[config.mk]
export PLATFORM = sky130hd
export DESIGN_NAME = decap_packet
export DESIGN_NICKNAME = d
export VERILOG_FILES = /design/src/rtl/decap_packet.sv
export SDC_FILE = /design/constraint.sdc
export NUM_CORES = 1
export LEC_CHECK = 0
export ABC_AREA = 1
export CORE_AREA = 2 2 430 432
export CTS_BUF_LIST = sky130_fd_sc_hd__clkbuf_8 sky130_fd_sc_hd__clkbuf_16
export CTS_CLUSTER_SIZE = 28
export DETAILED_ROUTE_END_ITERATION = 10
export DIE_AREA = 0 0 432 434
export HOLD_SLACK_MARGIN = 0.12
export PLACE_DENSITY = 0.55
export SYNTH_ARGS = -nofsm -noshare
export SYNTH_HDL_FRONTEND = slang
export SYNTH_SLANG_ARGS = --single-unit
[constraint.sdc]
create_clock -name clk -period 4.6 [get_ports clk]
set_clock_uncertainty 0.15 [all_clocks]
set_input_delay 1.15 -clock clk [delete_from_list [all_inputs] [get_ports clk]]
set_output_delay 1.15 -clock clk [all_outputs]
set_load 0.03 [all_outputs]
[src/rtl/decap_packet.sv]
// Aurora RX decapsulator: strips the 9-bit per-beat header and reassembles 19 beats into one DFX word.
// Optional build macro DECAP_HDR_CHECK_EN enables per-beat header checking against the latched header.
module decap_packet #(
    parameter int DATA_WIDTH             = 1024,
    parameter int ADDR_WIDTH             = 10,
    parameter int DATA_DFX_WIDTH         = DATA_WIDTH + ADDR_WIDTH,
    parameter int RECOGNIZE_ROUTER_WIDTH = 2,
    parameter int NUMBER_PACKET          = 19,
    parameter int TTL_WIDTH              = $clog2(3),
    parameter int HEADER_WIDTH           = RECOGNIZE_ROUTER_WIDTH + $clog2(NUMBER_PACKET) + TTL_WIDTH,
    parameter int AURORA_DATA_WIDTH      = 64,
    parameter int PAYLOAD_WIDTH          = AURORA_DATA_WIDTH - HEADER_WIDTH
) (
    input  logic                         clk,
    input  logic                         rst_n,
    input  logic [AURORA_DATA_WIDTH-1:0] data_out_port_0,
    input  logic                         data_decap_valid,
    output logic [DATA_DFX_WIDTH-1:0]    data_dfx_recv,
    output logic [HEADER_WIDTH-1:0]      header_pkt_recv,
    output logic                         data_dfx_valid,
    input  logic                         data_dfx_ready,
    output logic                         busy,
    output logic                         hdr_err,
    output logic                         overflow_err
);

    localparam int CNT_W = $clog2(NUMBER_PACKET);
    localparam int OFF_W = $clog2(DATA_DFX_WIDTH);
    localparam logic [CNT_W-1:0] CNT_ZERO = {CNT_W{1'b0}};
    localparam logic [CNT_W-1:0] CNT_ONE  = {{(CNT_W-1){1'b0}}, 1'b1};
    localparam logic [CNT_W-1:0] LAST_IDX = CNT_W'(NUMBER_PACKET - 1);
    localparam logic [DATA_DFX_WIDTH-1:0] SLOT_MASK =
        {{(DATA_DFX_WIDTH-PAYLOAD_WIDTH){1'b0}}, {PAYLOAD_WIDTH{1'b1}}};

    typedef enum logic [1:0] {
        ST_IDLE    = 2'd0,
        ST_COLLECT = 2'd1,
        ST_HOLD    = 2'd2
    } state_t;

    state_t                      state_q, state_d;
    logic [CNT_W-1:0]            cnt_q, cnt_d;
    logic [DATA_DFX_WIDTH-1:0]   data_q, data_d;
    logic [HEADER_WIDTH-1:0]     hdr_q, hdr_d;
    logic                        valid_q, busy_q;
    logic                        hdr_err_q, hdr_err_d;
    logic                        ovf_err_q, ovf_err_d;

    logic [HEADER_WIDTH-1:0]     beat_hdr_s;
    logic [PAYLOAD_WIDTH-1:0]    beat_pay_s;
    logic                        hdr_mismatch_s;
    logic                        wr_en_s;
    logic [CNT_W-1:0]            wr_idx_s;
    logic [OFF_W-1:0]            slot_off_s;
    logic [DATA_DFX_WIDTH-1:0]   slot_mask_s;
    logic [DATA_DFX_WIDTH-1:0]   pay_shift_s;

    assign beat_hdr_s = data_out_port_0[HEADER_WIDTH-1:0];
    assign beat_pay_s = data_out_port_0[AURORA_DATA_WIDTH-1:HEADER_WIDTH];

`ifdef DECAP_HDR_CHECK_EN
    assign hdr_mismatch_s = (beat_hdr_s != hdr_q);
`else
    assign hdr_mismatch_s = 1'b0;
`endif

    // Next-state, beat counter, header latch and error pulses.
    always_comb begin
        state_d   = state_q;
        cnt_d     = cnt_q;
        hdr_d     = hdr_q;
        wr_en_s   = 1'b0;
        wr_idx_s  = cnt_q;
        hdr_err_d = 1'b0;
        ovf_err_d = 1'b0;
        case (state_q)
            ST_IDLE: begin
                if (data_decap_valid) begin
                    wr_en_s  = 1'b1;
                    wr_idx_s = CNT_ZERO;
                    hdr_d    = beat_hdr_s;
                    cnt_d    = CNT_ONE;
                    state_d  = ST_COLLECT;
                end else begin
                    cnt_d    = CNT_ZERO;
                end
            end
            ST_COLLECT: begin
                if (data_decap_valid) begin
                    if (hdr_mismatch_s) begin
                        // Partial word is abandoned; the offending beat starts a new one.
                        wr_en_s   = 1'b1;
                        wr_idx_s  = CNT_ZERO;
                        hdr_d     = beat_hdr_s;
                        cnt_d     = CNT_ONE;
                        hdr_err_d = 1'b1;
                    end else begin
                        wr_en_s  = 1'b1;
                        wr_idx_s = cnt_q;
                        if (cnt_q >= LAST_IDX) begin
                            cnt_d   = CNT_ZERO;
                            state_d = ST_HOLD;
                        end else begin
                            cnt_d   = cnt_q + CNT_ONE;
                        end
                    end
                end else begin
                    state_d = ST_COLLECT;
                end
            end
            ST_HOLD: begin
                if (data_dfx_ready) begin
                    if (data_decap_valid) begin
                        wr_en_s  = 1'b1;
                        wr_idx_s = CNT_ZERO;
                        hdr_d    = beat_hdr_s;
                        cnt_d    = CNT_ONE;
                        state_d  = ST_COLLECT;
                    end else begin
                        cnt_d    = CNT_ZERO;
                        state_d  = ST_IDLE;
                    end
                end else begin
                    // No backpressure toward Aurora, so a beat arriving now is lost.
                    ovf_err_d = data_decap_valid;
                end
            end
            default: begin
                cnt_d   = CNT_ZERO;
                state_d = ST_IDLE;
            end
        endcase
    end

    // Slot write: the shifted mask naturally clips the last slot at the word's top bit.
    always_comb begin
        slot_off_s  = OFF_W'(wr_idx_s) * OFF_W'(PAYLOAD_WIDTH);
        slot_mask_s = SLOT_MASK << slot_off_s;
        pay_shift_s = {{(DATA_DFX_WIDTH-PAYLOAD_WIDTH){1'b0}}, beat_pay_s} << slot_off_s;
        if (wr_en_s) begin
            data_d = (data_q & ~slot_mask_s) | (pay_shift_s & slot_mask_s);
        end else begin
            data_d = data_q;
        end
    end

    // State, datapath and registered status outputs.
    always_ff @(posedge clk or negedge rst_n) begin
        if (!rst_n) begin
            state_q   <= ST_IDLE;
            cnt_q     <= CNT_ZERO;
            data_q    <= {DATA_DFX_WIDTH{1'b0}};
            hdr_q     <= {HEADER_WIDTH{1'b0}};
            valid_q   <= 1'b0;
            busy_q    <= 1'b0;
            hdr_err_q <= 1'b0;
            ovf_err_q <= 1'b0;
        end else begin
            state_q   <= state_d;
            cnt_q     <= cnt_d;
            data_q    <= data_d;
            hdr_q     <= hdr_d;
            valid_q   <= (state_d == ST_HOLD);
            busy_q    <= (state_d != ST_IDLE);
            hdr_err_q <= hdr_err_d;
            ovf_err_q <= ovf_err_d;
        end
    end

    assign data_dfx_recv   = data_q;
    assign header_pkt_recv = hdr_q;
    assign data_dfx_valid  = valid_q;
    assign busy            = busy_q;
    assign hdr_err         = hdr_err_q;
    assign overflow_err    = ovf_err_q;

endmodule
== Word level (Yosys, flattened, before mapping) ==
Cells that the tools add are included.

* Register bits after elaboration: 1,053
* Input bits: 68
* Output and inout port bits: 1,047
* Word-level logic and storage cells: 49

* Muxes and demuxes: 22
* Reduce and logical (&&, ||, !) cells: 6
* $mul: 1
* Magnitude comparators: 1
* Bitwise logic cells: 4
* Shift operators: 2
* Add/sub/neg operators: 1
* Equality and inequality tests: 5

{| class="wikitable"
|+ Operators by type and width
! kind !! number
|-
| AND 1034 bit || 2
|-
| inverter 1034 bit || 1
|-
| OR 1034 bit || 1
|-
| << shifter 55 x 11 -> 1034 bit || 1
|-
| << shifter 55 x 11 -> 1034 bit (first input constant) || 1
|-
| 2-to-1 mux 5 bit || 5
|-
| 2-to-1 mux 9 bit || 2
|-
| case mux 9 bit (2 select lines) || 1
|-
| case mux 5 bit (3 select lines) || 1
|-
| multiplier 5 x 6 -> 11 bit (second input constant) || 1
|-
| case mux 5 bit (2 select lines) || 1
|-
| 2-to-1 mux 2 bit || 4
|-
| 2-to-1 mux 1 bit || 6
|-
| case mux 2 bit (3 select lines) || 1
|-
| adder 5 x 1 -> 5 bit (second input constant) || 1
|-
| greater-or-equal comparator 5 bit (second input constant) || 1
|-
| equality test 2 bit (second input constant) || 2
|-
| inequality test 2 bit (second input constant) || 2
|-
| AND reduction 2 bit || 2
|-
| nonzero test 2 bit || 2
|-
| equality test 2 x 1 -> 1 bit (second input constant) || 1
|-
| zero test 2 bit || 1
|-
| case mux 1 bit (2 select lines) || 1
|-
| OR reduction 2 bit || 1
|}

== Logic depth before layout (Yosys ltp) ==
Gate-level depths: netlist of the first run.

* Depth in word-level cells: 8
* Mapped depth: 11
* Mapped depth without buffers: 9

== Worst setup path after synthesis of the first run ==
Ideal clock, no wire load.

* Path kind: input to register
* From: in data_dfx_ready
* To: reg (tool-made name)
* Slack: 1.999 ns
* Data required time: 4.332 ns
* Arrival: 2.333 ns
* Stages on the path: 9
* Setup time: 0.118 ns
* Buffers on the path: 2
* Cells stage by stage: inv_1 > nand2_1 > nand3_1 > buf_2 > nor3_2 > nand2_1 > buf_2 > nand2_1 > nand2_1

{| class="wikitable"
|+ RTL lines
! element !! RTL line !! RTL
|-
| from (decl) || 21 || <nowiki>input logic data_dfx_ready,</nowiki>
|}

== Worst setup path in the final report of the first run ==
* From: reg valid_q (netlist: data_dfx_valid)
* To: out data_dfx_valid

{| class="wikitable"
|+ RTL lines
! element !! RTL line !! RTL
|-
| from (decl) || 45 || <nowiki>logic valid_q, busy_q;</nowiki>
|-
| from (signal assigned) || 163 || <nowiki>valid_q <= (state_d == ST_HOLD);</nowiki>
|-
| to (decl) || 20 || <nowiki>output logic data_dfx_valid,</nowiki>
|}

No word-level cell between the ends.

==> results of run 1 <==
-- layer usage --
| metal | vias to the layer above | track usage [%] | wire (microns) |
|---|---|---|---|
| met3 | 433 | 6.08 | 17600 |
| met5 | - | 0 | 83 |
| met1 | 19500 | 29.5 | 91500 |
| li1 | 17400 | - | - |
| met2 | 1763 | 38.4 | 108000 |
| met4 | 12 | 11.9 | 12400 |
-- cells in the final DEF, fill, tap and decap left out, types with 6 or more instances in the layout --
cell type,synthesis,layout
buf_12,0,35
clkbuf_8,0,23
nor2_1,248,245
clkinvlp_4,0,6
buf_2,203,12
clkdlybuf4s50_1,0,1099
inv_1,69,102
o21ai_1,50,50
diode_2,0,6
nor2_4,3,12
dfrtp_1,1053,1053
clkinv_2,0,8
buf_4,3,129
o21ai_0,65,65
clkbuf_16,0,136
nand4_1,63,63
nand2_4,2,7
nand2_1,2638,2635
nand2_2,14,12
clkinv_4,0,6
nand3_1,353,351
-- worst paths after layout --
kind | startpoint | end | slack [ns] | cells after the start
max in group asynchronous | rst_n | async pin | 2.86 | 2
max | data_dfx_valid | data_dfx_valid | 1.22 | 1
max reg2reg | state_q[1] | flop | 1.97 | 10
min reg2reg | flop | flop | 0.32 | 2
min | flop | flop | 0.32 | 2
min in group asynchronous | rst_n | async pin | 0.33 | 1
-- metrics by stage --
step | cell area, sq um | setup slack [ns] | util, % | std cells
final | 60600 | 1.22 | 33.2 | 8478
after global routing | 60600 | 1.08 | 33.2 | 8472
after CTS | 60600 | 1.04 | 33.2 | 8472
after detailed placement | 56400 | 0.415 | 30.9 | 8246
after global placement | 56400 | 0.475 | 30.9 | 8246
after floorplan | 42100 | 2.00 | - | 4933
-- report_power, final --
group          switching (mW)  leakage [nW]  internal [mW]
combinational            15.7          14.6           7.95
clock                    4.34          2.19           5.90
sequential               2.28          13.9           12.9
-- cell type report --
| class | count | area [sq um] | share of cell area [%] |
|---|---|---|---|
| well taps | 2385 | 2980 | 4.92 |
| repair buffers | 1277 | 12700 | 21.0 |
| clock buffers | 159 | 3720 | 6.14 |
| flip-flops and latches | 1053 | 26400 | 43.5 |
| multi-input cells | 3457 | 14000 | 23.1 |
| clock inverters | 67 | 500 | 0.826 |
| inverters | 74 | 282 | 0.464 |
| diodes | 6 | 15.0 | 0.0248 |
-- cells by family after synthesis --
family	synth area share (%)
AO/OA/AOI/OAI	1.44
XOR/XNOR	0.0208
adder cells (fa/ha/maj)	0.0594
buffers and inverters	4.43
flip-flops	62.6
other	0.00891
AND/OR/NAND/NOR	31.4
==> results.txt, run 1 <==
----------------------------------------------------
[Die]
  Placement Rows ... 157
  Io pins ... 1115
  Total core area ... between 150000 and 200000 sq um
  Width of the chip ... roughly 430 microns
  Area enclosed by the die boundary ... 187000 sq um
  Starting density of the core ... 23.1%
  Chip height ... 434 microns

[Worst setup path]
  CP max-delay cell ... clkdlybuf4s50_1
  CP bufs+invs ... 1
  Signal arrival time at the worst endpoint ... around 2.1 ns
  Critical path fanouts, max ... 1
  CP delay by family, top ... buffers and inverters
  Critical-path cell list ... clkdlybuf4s50_1
  Biggest cell delay along the critical path ... between 0.9 and 1 ns
  Required time at the worst-slack endpoint ... between 3 and 4 ns
  Endpoint class of the critical path ... output pin
  Sort of element at the start of the critical path ... flop
  Kind of critical path ... reg -> out

[Clock network]
  CTS tree ... done
  Post-cts repair resize count ... 0
  Post-CTS Setup Bufs ... 0
  Clock Tree Root ... clkbuf_16
  Clk_lat worst skew ... approximately 0.78 ns
  Clock buffer depth ... 3
  CTS Hold Bufs ... 0
  Inserted Clock Buffers ... 130
  CTS clk-pin slew, worst paths ... 0.05 ns
  Number of sinks handled by clock tree synthesis ... 1053
  Number of levels in the clock H-tree ... 4

[Global routing]
  Total congestion overflow after global routing ... 0
  Largest net degree at the start of global routing ... ~120
  Global router's overall resource usage ... about a quarter
  Initial antenna violation count ... 15
  Vias in the first global route ... 37900
  Wire length of the first global-routing pass ... between 300000 and 400000 microns

[Yosys]
  Library cell occupying the most area in the post-synthesis netlist ... dfrtp_1
  Post-synth EDFFs ... 0
  Gate count after technology mapping ... 4933
  Sequential element share of the synthesized area ... a little over three fifths
  #FFs+latches synth ... between 1000 and 1500
  Yosys cell types ... 31
  Syn_nets ... between 5000 and 6000
  Netlist Area Pre-Place ... between 40000 and 50000 sq um
  Synthesized area divided by synthesized cell count ... 8.53 sq um
  Most frequent cell after synthesis ... nand2_1
  Commonest cells in the synthesized netlist ... 2638 x nand2_1, 1053 x dfrtp_1, 353 x nand3_1, 248 x nor2_1, 203 x buf_2
  Total number of yosys warnings ... 0
  FFs w/ async S/R, synth ... 100%
  Prevailing post-synth register cell ... dfrtp_1
  Share of the synthesized area in the top cell type ... a little over three fifths
  Dominant cells by area after synthesis ... dfrtp_1 63%, nand2_1 24%, nand3_1 4.2%, buf_2 2.4%, nor2_1 2.2%

[Drt]
  Number of detailed-route iterations in the first pass ... 7
  Total Wirelength ... 230000 microns
  Routed len/inst ... between 20 and 30 microns
  Via density ... 4.62
  Vias after detailed routing ... around 39000
  Remaining design rule violation count ... 0
  Detailed Route Iter0 Violations ... 3760
  Number of routed nets with antenna violations ... 0

[Timing]
  Max Clk Rate ... 0.296 GHz
  Final slew viol count ... 0
  Slew @ Worst Pin ... approximately 1.0 ns
  Final setup viols ... 0
  Final worst-path cycle share ... between 70% and 80%
  Worst hold slack ... about 0.32 ns
  Final Hold Fails ... 0
  Setup repair after global routing missed its margin ... no
  Normalized max-slew margin ... 33.0%
  Accumulated negative setup slack ... 0 ns
  Final period demand of the worst path ... 3.38 ns

[Placement]
  HPWL reported at the end of detailed placement ... roughly 160000 microns
  Routability congestion estimate from global placement ... slightly below 0.9
  IO buf count ... 1113

[Power and ir drop]
  Total chip power ... approximately 49 mW
  Worst IR Drop VDD ... 351 uV
  Static leakage ... 30.7 nW
  Power density cells ... between 800 and 900 nW/um^2

[Run status]
  Outcome ... finished, final reports clean

[Final layout]
  Area Overhead vs Synth ... 44.0%
  Share of cells above drive strength 1 ... 6.82%
  Layout Nets ... about 6100
  Fill count ... around 19000

[Worst hold path]
  Hold crit path type ... reg -> reg

[Flow run]
  Reported max-cap violation count ... 0

----------------------------------------------------
Power figures use the tool's default switching activity.
==> run 2: changes to the inputs <==
--- a/config.mk
+++ b/config.mk
@@ -6,13 +6,13 @@
 export NUM_CORES = 1
 export LEC_CHECK = 0
 export ABC_AREA = 1
-export CORE_AREA = 2 2 430 432
+export CORE_AREA = 2 2 432 434
 export CTS_BUF_LIST = sky130_fd_sc_hd__clkbuf_8 sky130_fd_sc_hd__clkbuf_16
 export CTS_CLUSTER_SIZE = 28
 export DETAILED_ROUTE_END_ITERATION = 10
-export DIE_AREA = 0 0 432 434
+export DIE_AREA = 0 0 434 436
 export HOLD_SLACK_MARGIN = 0.12
-export PLACE_DENSITY = 0.55
+export PLACE_DENSITY = 0.56
 export SYNTH_ARGS = -nofsm -noshare
 export SYNTH_HDL_FRONTEND = slang
 export SYNTH_SLANG_ARGS = --single-unit
==> constraint.sdc (replaced) <==
create_clock -name clk -period 3.1 [get_ports clk]
set_clock_uncertainty 0.15 [all_clocks]
set_input_delay 0.775 -clock clk [delete_from_list [all_inputs] [get_ports clk]]
set_output_delay 0.775 -clock clk [all_outputs]
set_load 0.03 [all_outputs]
==> run 2 against run 1 <==
Utilization is 0.89 points higher. First-iteration DRC count is 3.4% lower. Sequential share of layout area is 1.6 points lower. Critical path depth stayed put. Combinational power is 53% higher. Register-to-register slack worse by 1.7 ns. Count of clock-buffer cells in the layout is 2 lower. Clock power is 46% higher. Highest routed layer unchanged.
==> results.txt, run 2 (synthesized netlist as in run 1, its figures left out) <==
----------------------------------------------------
[Clock network]
  Post-CTS Setup Bufs ... 0
  CTS clk-pin slew, worst paths ... about 0.070 ns
  Clk_lat worst skew ... 0.79 ns
  Inserted Clock Buffers ... 120
  Clock Tree Root ... clkbuf_16
  CTS tree ... done
  Number of levels in the clock H-tree ... 3
  Number of sinks handled by clock tree synthesis ... around 1100
  Clock buffer depth ... 3

[Worst setup path]
  Biggest cell delay along the critical path ... 0.84 ns
  R2r startpoint ... cnt_q[0]
  CP bufs+invs ... 1
  Critical-path cell list ... clkdlybuf4s50_1
  CP max-delay cell ... clkdlybuf4s50_1
  CP delay by family, top ... buffers and inverters
  Required time at the worst-slack endpoint ... between 2 and 2.5 ns
  Critical path fanouts, max ... 2
  Endpoint class of the critical path ... output pin
  Sort of element at the start of the critical path ... flop
  Signal arrival time at the worst endpoint ... 2.02 ns
  Kind of critical path ... reg -> out

[Run status]
  Outcome ... finished, final reports clean

[Power and ir drop]
  Power density cells ... roughly 1200 nW/um^2
  Worst IR Drop VDD ... about 550 uV
  Static leakage ... 31.9 nW

[Final layout]
  Reg area ... approximately 26000 sq um
  Utilization after layout ... around a third
  Share of cells above drive strength 1 ... 9.79%
  Most frequent standard cell in the layout excluding fill and tap cells ... nand2_1
  Most used cells in the layout excluding fill and tap cells ... 2635 x nand2_1, 1091 x clkdlybuf4s50_1, 1053 x dfrtp_1, 351 x nand3_1, 246 x buf_4
  Area taken by multi-input logic gates ... ~14000 sq um
  Layout Nets ... 6241
  Area Overhead vs Synth ... 49.6%
  Fill count ... about 19000

[Die]
  Area enclosed by the die boundary ... about 190000 sq um
  Total core area ... roughly 180000 sq um
  Placement Rows ... 158
  Io pins ... between 1000 and 1500
  Chip height ... between 400 and 500 microns
  Width of the chip ... between 400 and 500 microns
  Starting density of the core ... 22.8%

[Timing]
  Normalized max-slew margin ... roughly two fifths
  Max Clk Rate ... about 0.34 GHz
  Final Hold Fails ... 0
  Worst hold slack ... around 0.24 ns
  Setup repair after global routing missed its margin ... no
  Final period demand of the worst path ... 2.94 ns
  Final slew viol count ... 0
  Final setup viols ... 0
  Slew @ Worst Pin ... around 0.91 ns
  Final worst-path cycle share ... around 95%

[Placement]
  HPWL reported at the end of detailed placement ... between 150000 and 200000 microns
  IO buf count ... ~1100
  Routability congestion estimate from global placement ... 0.906

[Worst hold path]
  Hold crit path type ... in -> reg
  Hold path startpoint ... data_out_port_0[63]

[Flow run]
  Reported max-cap violation count ... 0

[Global routing]
  Wire length of the first global-routing pass ... between 300000 and 400000 microns
  Global router's overall resource usage ... a little under a quarter
  Total congestion overflow after global routing ... 0
  Initial antenna violation count ... 26
  Vias in the first global route ... 38800
  Largest net degree at the start of global routing ... 90

[Drt]
  Remaining design rule violation count ... 0
  Number of routed nets with antenna violations ... 0
  Vias after detailed routing ... approximately 40000
  Number of detailed-route iterations in the first pass ... 6
  Detailed Route Iter0 Violations ... between 3000 and 4000
  Routed len/inst ... between 20 and 30 microns
  Total Wirelength ... between 200000 and 250000 microns
  Via density ... roughly 4.5

----------------------------------------------------
==> run 2: cell types whose count changed in the layout (fill, tap and decap cells not counted), sizes merged <==
cell,delta
buf,+192
clkdlybuf4s50,-8
inv,-8
clkinv,+7
bufinv,+4
diode,+4
dlygate4sd2,+4
clkbuf,-3
clkinvlp,-3
dlygate4sd3,+1
==> run 2: what timing repair did <==
item / in CTS / in global routing
hold buffers: 1 / 0
setup endpoints to repair: 4 / 0
resized for setup: 4 / 0
hold endpoints to repair: 29 / 0
==> run 2: worst reg2reg max path: cells and delay by family (launching register included) <==
family	cells	cell delay (ns)
compound gates	1	0.37
buf+inv	1	0.38
flops	1	0.55
simple gates	4	1.22
==> run 2: path summary, 6_finish.rpt <==
check                                      to  slack [ns]  cells past startpoint
max reg2reg                              flop        0.28                      6
min in group asynchronous           async pin        0.40                      2
min                                      flop        0.24                      3
min reg2reg                              flop        0.32                      2
max in group asynchronous           async pin        1.35                      3
max                        data_dfx_recv[136]        0.16                      1
==> run 2: routing by layer <==
layer / wire, microns / up-vias / GRT usage (%) / share of wire (%)
li1: - / 17800 / - / -
met1: 90400 / 19800 / 28.9 / 39
met2: 109000 / 1838 / 38.9 / 48
met3: 17100 / 433 / 5.29 / 7.4
met4: 12500 / 6 / 12.0 / 5.5
met5: 39 / - / 0 / 0.017
==> run 2: final cells by class <==
| type | instances | share of cell area, % |
|---|---|---|
| multi-input combinational | 3457 | 22.3 |
| antenna | 10 | 0.0397 |
| clock buffer | 157 | 5.65 |
| tap | 2480 | 4.93 |
| timing repair buffer | 1465 | 23.9 |
| inverter | 74 | 0.447 |
| clock inverter | 67 | 0.948 |
| sequential | 1053 | 41.8 |
==> run 2: through the flow <==
| step | total power [mW] | instances | setup TNS, ns | setup WS, ns | instance area (sq um) |
|---|---|---|---|---|---|
| floorplan | 39.7 | 4933 | 0 | 0.874 | 42100 |
| global placement | 58.7 | 8528 | -99.12 | -0.657 | 58800 |
| detailed placement | 59.1 | 8528 | -79.94 | -0.631 | 58800 |
| CTS | 74.3 | 8753 | 0 | 0.0257 | 62900 |
| global route | 76.9 | 8760 | 0 | 0.0267 | 63000 |
| finish | 73.7 | 8763 | 0 | 0.157 | 63000 |
==> run 2: report_power, final <==
group,switching (mW),internal (mW)
clock,6.30,8.63
combinational,23.0,12.9
sequential,3.67,19.1
total,33.0,40.7
